===== config.mk =====
export PLATFORM = sky130hd
export DESIGN_NAME = cycle_detect
export DESIGN_NICKNAME = d
export VERILOG_FILES = /design/src/rtl/cycle_detect.sv
export SDC_FILE = /design/constraint.sdc
export NUM_CORES = 1
export LEC_CHECK = 0
export ABC_CLOCK_PERIOD_IN_PS = 4600
export CAP_MARGIN = 10
export CORE_MARGIN = 4
export CORE_UTILIZATION = 45
export CTS_BUF_LIST = sky130_fd_sc_hd__clkbuf_4
export DETAILED_ROUTE_END_ITERATION = 10
export GPL_TIMING_DRIVEN = 0
export PLACE_DENSITY_LB_ADDON = 0.08
export SYNTH_ARGS = -nofsm -noshare
export SYNTH_HDL_FRONTEND = slang
export SYNTH_SLANG_ARGS = --single-unit

===== constraint.sdc =====
create_clock -name clk -period 4.6 [get_ports clk]
set_clock_uncertainty 0.1 [all_clocks]
set_input_delay 0.92 -clock clk [delete_from_list [all_inputs] [get_ports clk]]
set_output_delay 0.92 -clock clk [all_outputs]
set_load 0.005 [all_outputs]

===== src/rtl/cycle_detect.sv =====
// Negative-cycle detector run after Bellman-Ford relaxation. It scans every edge for a
// still-relaxable one, walks predecessors onto the cycle, then streams the cycle's vertices.
module cycle_detect #(
  parameter int NODES    = 16,
  parameter int IDX_W    = 4,
  parameter int WEIGHT_W = 32
) (
  input  logic                      clk,
  input  logic                      detect_reset,
  input  logic                      bellman_done,
  output logic [IDX_W-1:0]          vertmat_addr_a,
  output logic [IDX_W-1:0]          vertmat_addr_b,
  input  logic [IDX_W+WEIGHT_W-1:0] vertmat_q_a,
  input  logic [IDX_W+WEIGHT_W-1:0] vertmat_q_b,
  output logic [IDX_W-1:0]          adjmat_row_addr,
  output logic [IDX_W-1:0]          adjmat_col_addr,
  input  logic [WEIGHT_W-1:0]       adjmat_q,
  output logic [IDX_W-1:0]          cyc_vertex,
  output logic                      cyc_valid,
  output logic                      cyc_last,
  input  logic                      cyc_ready,
  output logic                      cycle_found,
  output logic                      cycle_error,
  output logic                      detect_done
);

  typedef enum logic [2:0] {
    S_IDLE, S_CHECK_ADDR, S_CHECK_CMP, S_WALK_ADDR, S_WALK_STEP, S_EMIT, S_DONE
  } state_e;

  localparam logic [IDX_W-1:0]    LAST_IDX = IDX_W'(NODES - 1);
  localparam logic [WEIGHT_W-1:0] INF_W    = {1'b0, {(WEIGHT_W-1){1'b1}}};

  state_e           state_q, state_d;
  logic [IDX_W-1:0] i_q, i_d, j_q, j_d, v_q, v_d, n_q, n_d;
  logic [IDX_W-1:0] start_q, start_d, pred_q, pred_d, vtx_q, vtx_d;
  logic             wait_q, wait_d, vld_q, vld_d, last_q, last_d;
  logic             found_q, found_d, err_q, err_d;

  logic [IDX_W-1:0]        pred_a;
  logic [WEIGHT_W-1:0]     svw, dvw;
  logic signed [WEIGHT_W:0] sum_w, dvw_x;
  logic                    violation, fire;
  logic                    unused_pred_b;

  assign pred_a        = vertmat_q_a[IDX_W+WEIGHT_W-1 -: IDX_W];
  assign svw           = vertmat_q_a[WEIGHT_W-1:0];
  assign dvw           = vertmat_q_b[WEIGHT_W-1:0];
  assign unused_pred_b = ^vertmat_q_b[IDX_W+WEIGHT_W-1 -: IDX_W];

  // One extra bit so svw+e cannot wrap before the compare.
  assign sum_w     = $signed({svw[WEIGHT_W-1], svw}) + $signed({adjmat_q[WEIGHT_W-1], adjmat_q});
  assign dvw_x     = $signed({dvw[WEIGHT_W-1], dvw});
  assign violation = (adjmat_q != '0) && (svw != INF_W) && (sum_w < dvw_x);
  assign fire      = vld_q & cyc_ready;

  always_ff @(posedge clk) begin
    if (detect_reset) begin
      state_q <= S_IDLE;
      i_q     <= '0;
      j_q     <= '0;
      v_q     <= '0;
      n_q     <= '0;
      start_q <= '0;
      pred_q  <= '0;
      vtx_q   <= '0;
      wait_q  <= 1'b0;
      vld_q   <= 1'b0;
      last_q  <= 1'b0;
      found_q <= 1'b0;
      err_q   <= 1'b0;
    end else begin
      state_q <= state_d;
      i_q     <= i_d;
      j_q     <= j_d;
      v_q     <= v_d;
      n_q     <= n_d;
      start_q <= start_d;
      pred_q  <= pred_d;
      vtx_q   <= vtx_d;
      wait_q  <= wait_d;
      vld_q   <= vld_d;
      last_q  <= last_d;
      found_q <= found_d;
      err_q   <= err_d;
    end
  end

  always_comb begin
    state_d = state_q;
    i_d     = i_q;
    j_d     = j_q;
    v_d     = v_q;
    n_d     = n_q;
    start_d = start_q;
    pred_d  = pred_q;
    vtx_d   = vtx_q;
    wait_d  = wait_q;
    vld_d   = vld_q;
    last_d  = last_q;
    found_d = found_q;
    err_d   = err_q;
    case (state_q)
      S_IDLE: if (bellman_done) begin
        state_d = S_CHECK_ADDR;
        i_d     = '0;
        j_d     = '0;
      end
      S_CHECK_ADDR: state_d = S_CHECK_CMP;
      S_CHECK_CMP: begin
        if (violation) begin
          v_d     = j_q;
          n_d     = '0;
          state_d = S_WALK_ADDR;
        end else if (j_q == LAST_IDX) begin
          j_d = '0;
          if (i_q == LAST_IDX) begin
            found_d = 1'b0;
            state_d = S_DONE;
          end else begin
            i_d     = i_q + IDX_W'(1);
            state_d = S_CHECK_ADDR;
          end
        end else begin
          j_d     = j_q + IDX_W'(1);
          state_d = S_CHECK_ADDR;
        end
      end
      S_WALK_ADDR: state_d = S_WALK_STEP;
      S_WALK_STEP: begin
        v_d = pred_a;
        if (n_q == LAST_IDX) begin
          n_d     = '0;
          start_d = pred_a;
          wait_d  = 1'b0;
          state_d = S_EMIT;
        end else begin
          n_d     = n_q + IDX_W'(1);
          state_d = S_WALK_ADDR;
        end
      end
      S_EMIT: begin
        // wait_q marks the cycle in which pred(v) is on port A.
        if (vld_q) begin
          if (cyc_ready) begin
            vld_d  = 1'b0;
            last_d = 1'b0;
            v_d    = pred_q;
            n_d    = n_q + IDX_W'(1);
            wait_d = 1'b1;
            if (last_q) begin
              found_d = 1'b1;
              state_d = S_DONE;
            end else if (n_q == LAST_IDX) begin
              err_d   = 1'b1;
              found_d = 1'b0;
              state_d = S_DONE;
            end
          end
        end else if (wait_q) begin
          vld_d  = 1'b1;
          vtx_d  = v_q;
          pred_d = pred_a;
          last_d = (pred_a == start_q);
          wait_d = 1'b0;
        end else begin
          wait_d = 1'b1;
        end
      end
      S_DONE:  ;
      default: state_d = S_IDLE;
    endcase
  end

  always_comb begin
    vertmat_addr_a = i_q;
    case (state_q)
      S_WALK_ADDR, S_WALK_STEP: vertmat_addr_a = v_q;
      S_EMIT:                   vertmat_addr_a = fire ? pred_q : v_q;
      default: ;
    endcase
  end

  assign vertmat_addr_b  = j_q;
  assign adjmat_row_addr = i_q;
  assign adjmat_col_addr = j_q;
  assign cyc_vertex      = vtx_q;
  assign cyc_valid       = vld_q;
  assign cyc_last        = last_q;
  assign cycle_found     = found_q;
  assign cycle_error     = err_q;
  assign detect_done     = (state_q == S_DONE);

endmodule


==> metrics.txt, run 1 <==
main flop type after synthesis=dfxtp_1; P_leak=2.948 nW; R2R setup slack=2.40 ns; Fmax achieved=215.7 MHz; Synth Area in Adders=a little under a fifth; minimum clock period=4.636 ns; Layout Nets=980; worst hold path depth=2; Root Buffer=clkbuf_4; Synth Instances=629; failing checks=negative setup slack; Syn Nets=approximately 810; Mapped Avg Cell Area=7.302 um2; met1 wire length=6485 um; outcome=finished with violations; worst setup margin=-0.03597 ns; Final Cell Area=0.007017 mm2; r2r worst-path depth=9; crit path kind=in2reg; WHS=0.3622 ns; # H-tree levels=2; slew margin rel.=42.92%; P&R area growth vs syn=52.76%; crit start category=primary input; Post-synth ARST share=0%; Die Area=0.01189 mm2; row count=36; all-layer global routing usage=25.33%; total wire length=15770 um; setup_tns=-0.09785 ns; buffers from clock root to sink, at most=2; proportion of synthesized area in mux cells=2.179%; Initial Util=46.56%; Slew @ Worst Pin=0.8496 ns; Final GP Congestion=0.9200; FF-to-FF End=n_q[1]; most common cell after layout, fill and taps aside=clkdlybuf4s50_1; Post-Syn Area=0.004593 mm2; WL/cell=16.81 um; XOR/XNOR Fraction of Synth Area=5.721%; global-route wire length before repair=24410 um; flops & latches, synth=36; DP Area=0.006090 mm2; Final Setup Violations=4; routed vias=5489; Via density=approximately 5.9; simple-gate area share of the yosys netlist=22.96%; CP endpoint kind=flip-flop; Final period util=100.8%; grt total ovfl=0; io pins=133; layout cell share with drive strength beyond 1=21.37%; 1st-pass router iterations=6; commonest non-fill, non-tap cells in the layout=clkdlybuf4s50_1, nand2_1, inv_1; uppermost layer routed=met4; maximum vdd drop=158.8 uV; Hold Path Sink=cyc_vertex[0]; WL met2=approximately 8000 um; Synth Area in Compound Gates=27.68%; hold_sp=cyc_vertex[0]; Final Hold Fails=0; number of global-route vias before repair=~5300; Remaining DRCs=0; pin count of the biggest net entering global routing=13; HPWL after DPL=~11000 um; met3 wire len=1185 um; TritonCTS clock tree=yes; Die Y=109.0 um; IO buf count=127; initial antenna violation count=0; largest family of logic cells by synthesized area=compound AO/OA/AOI/OAI gates; Die Width=around 110 um; RSZ-0062 raised after global routing=yes; CP Data Required Time=4.80 ns; Pins Over Slew Limit=0; sequential fraction of the synthesis area=~16%; Distinct cells, synth=67; crit path max fanout=7; CTS buffer count=5; Routed Antenna Nets=0; hold crit path type=reg2reg; ant diodes=0; WP data arrival=about 4.8 ns; P per Cell Area=185.5 mW/mm2; placeable core area=0.009864 mm2; 1st-iter DRT viols=325; max-cap viol count=0; Syn. warnings=0; r2r startpoint=state_q[0]; CTS Sinks=36; CTS clock-pin slew for the worst setup and hold paths=~0.12 ns; Post-synth EDFFs=0; Clock Latency Late Sink=0.36 ns
kinds of logic after synthesis:
| logic type | Yosys count |
|---|---|
| buffers and inverters | 80 |
| xor gates and xnor gates | 30 |
| muxes | 10 |
| DFF | 36 |
| and+or+nand+nor | 214 |
| adders and majority gates | 68 |
| AOI/OAI and AO/OA | 191 |
cells in the mapped netlist, drive strengths merged (13+ instances only):
library cell | number | area share (%)
o21ai | 34 | 3.7
nor3 | 13 | 1.4
nand2 | 61 | 5.1
inv | 58 | 4.7
a21oi | 68 | 7.5
nand4 | 15 | 2.0
a21o | 21 | 3.5
nor4 | 17 | 2.3
nor2 | 42 | 3.4
dfxtp | 36 | 16
clkbuf | 13 | 1.1
nand3 | 30 | 3.3
xnor2 | 20 | 3.8
ha | 67 | 18
stage by stage:
| step | power [mW] | setup slack, ns | instances | util, % |
|---|---|---|---|---|
| 3_5_place_dp | 0.9069 | -1.421 | 889 | 61.73 |
| 6_report | 1.302 | -0.03597 | 938 | 71.13 |
| 3_3_place_gp | 0.8917 | -1.405 | 889 | 61.73 |
| 2_1_floorplan | 0.7093 | 0.03453 | 629 | - |
| 5_1_grt | 1.394 | -0.1968 | 938 | 71.13 |
| 4_1_cts | 1.223 | 0.0007740 | 922 | 67.67 |
worst max-delay path, cell delays in order:
cell and delay (ns):
dlygate4sd2_1 0.27, ha_4 0.29, nand3_2 0.08, or2_4 0.29, nor2_4 0.09, nand3_2 0.10
a31oi_4 0.24, o211ai_1 0.20, a211o_1 0.34, a41o_1 0.22, ha_4 0.27, nand4_1 0.11
buf_4 0.17, o221ai_4 0.27, a2111o_1 0.17, buf_6 0.16, nand2_4 0.07, or4_4 0.42
o22ai_2 0.14
flip-flops by register name, indices dropped and copies added, names as in the netlist:
name	count
wait_q	1
cyc_last	1
cycle_error	1
cycle_found	1
adjmat_row_addr	4
pred_q	4
n_q	4
v_q	4
adjmat_col_addr	4
cyc_valid	1
start_q	4
state_q	3
cyc_vertex	4
worst max path at each step:
| stage | startpoint | end |
|---|---|---|
| floorplan | vertmat_q_a[0] | adjmat_row_addr[1] |
| global placement | vertmat_q_a[0] | n_q[1] |
| finish | vertmat_q_a[12] | adjmat_row_addr[3] |
| detailed placement | vertmat_q_a[0] | n_q[1] |
| global route | adjmat_q[24] | adjmat_row_addr[2] |
| CTS | vertmat_q_a[14] | adjmat_row_addr[1] |
routing by layer:
layer / vias up / global-route usage (%)
met5: - / 0
met4: 0 / 6.943
met3: 32 / 3.967
met1: 2571 / 30.56
li1: 2673 / -
met2: 213 / 46.23
power breakdown:
group          internal [mW]  total [mW]  leakage (nW)  switching (mW)
sequential             0.313       0.315         0.290         0.00123
clock                  0.113       0.230        0.0412           0.117
combinational          0.381       0.757          2.62           0.376
total                  0.807        1.30          2.95           0.495
layout make-up:
type / count / area (um2)
multi-input cells: 513 / 4193
well taps: 133 / 166.4
clock buffers: 5 / 37.54
flip-flops and latches: 36 / 720.7
fillers: 788 / 2848
inverters: 58 / 217.7
plain buffers: 19 / 96.34
repair buffers: 171 / 1543
clock inverters: 3 / 42.54
timing repair:
| action | 4_1_cts | 5_1_grt |
|---|---|---|
| buffers inserted | 28 | 16 |
| resized for setup | 128 | 77 |
| hold buffers | 0 | 0 |
| gates cloned | 0 | 0 |
| pin swaps | 46 | 40 |
| endpoints found under the setup margin | 20 | 20 |
Note: power is estimated with default switching activity, not from simulation.
==> run 2: changes to the inputs <==
CTS_CLUSTER_DIAMETER = 100   (was not set)
SLEW_MARGIN = 20   (was not set)
TNS_END_PERCENT = 100   (was not set)
==> results of run 2 <==
Final layout, timing and power as in run 1 (identical DEF).
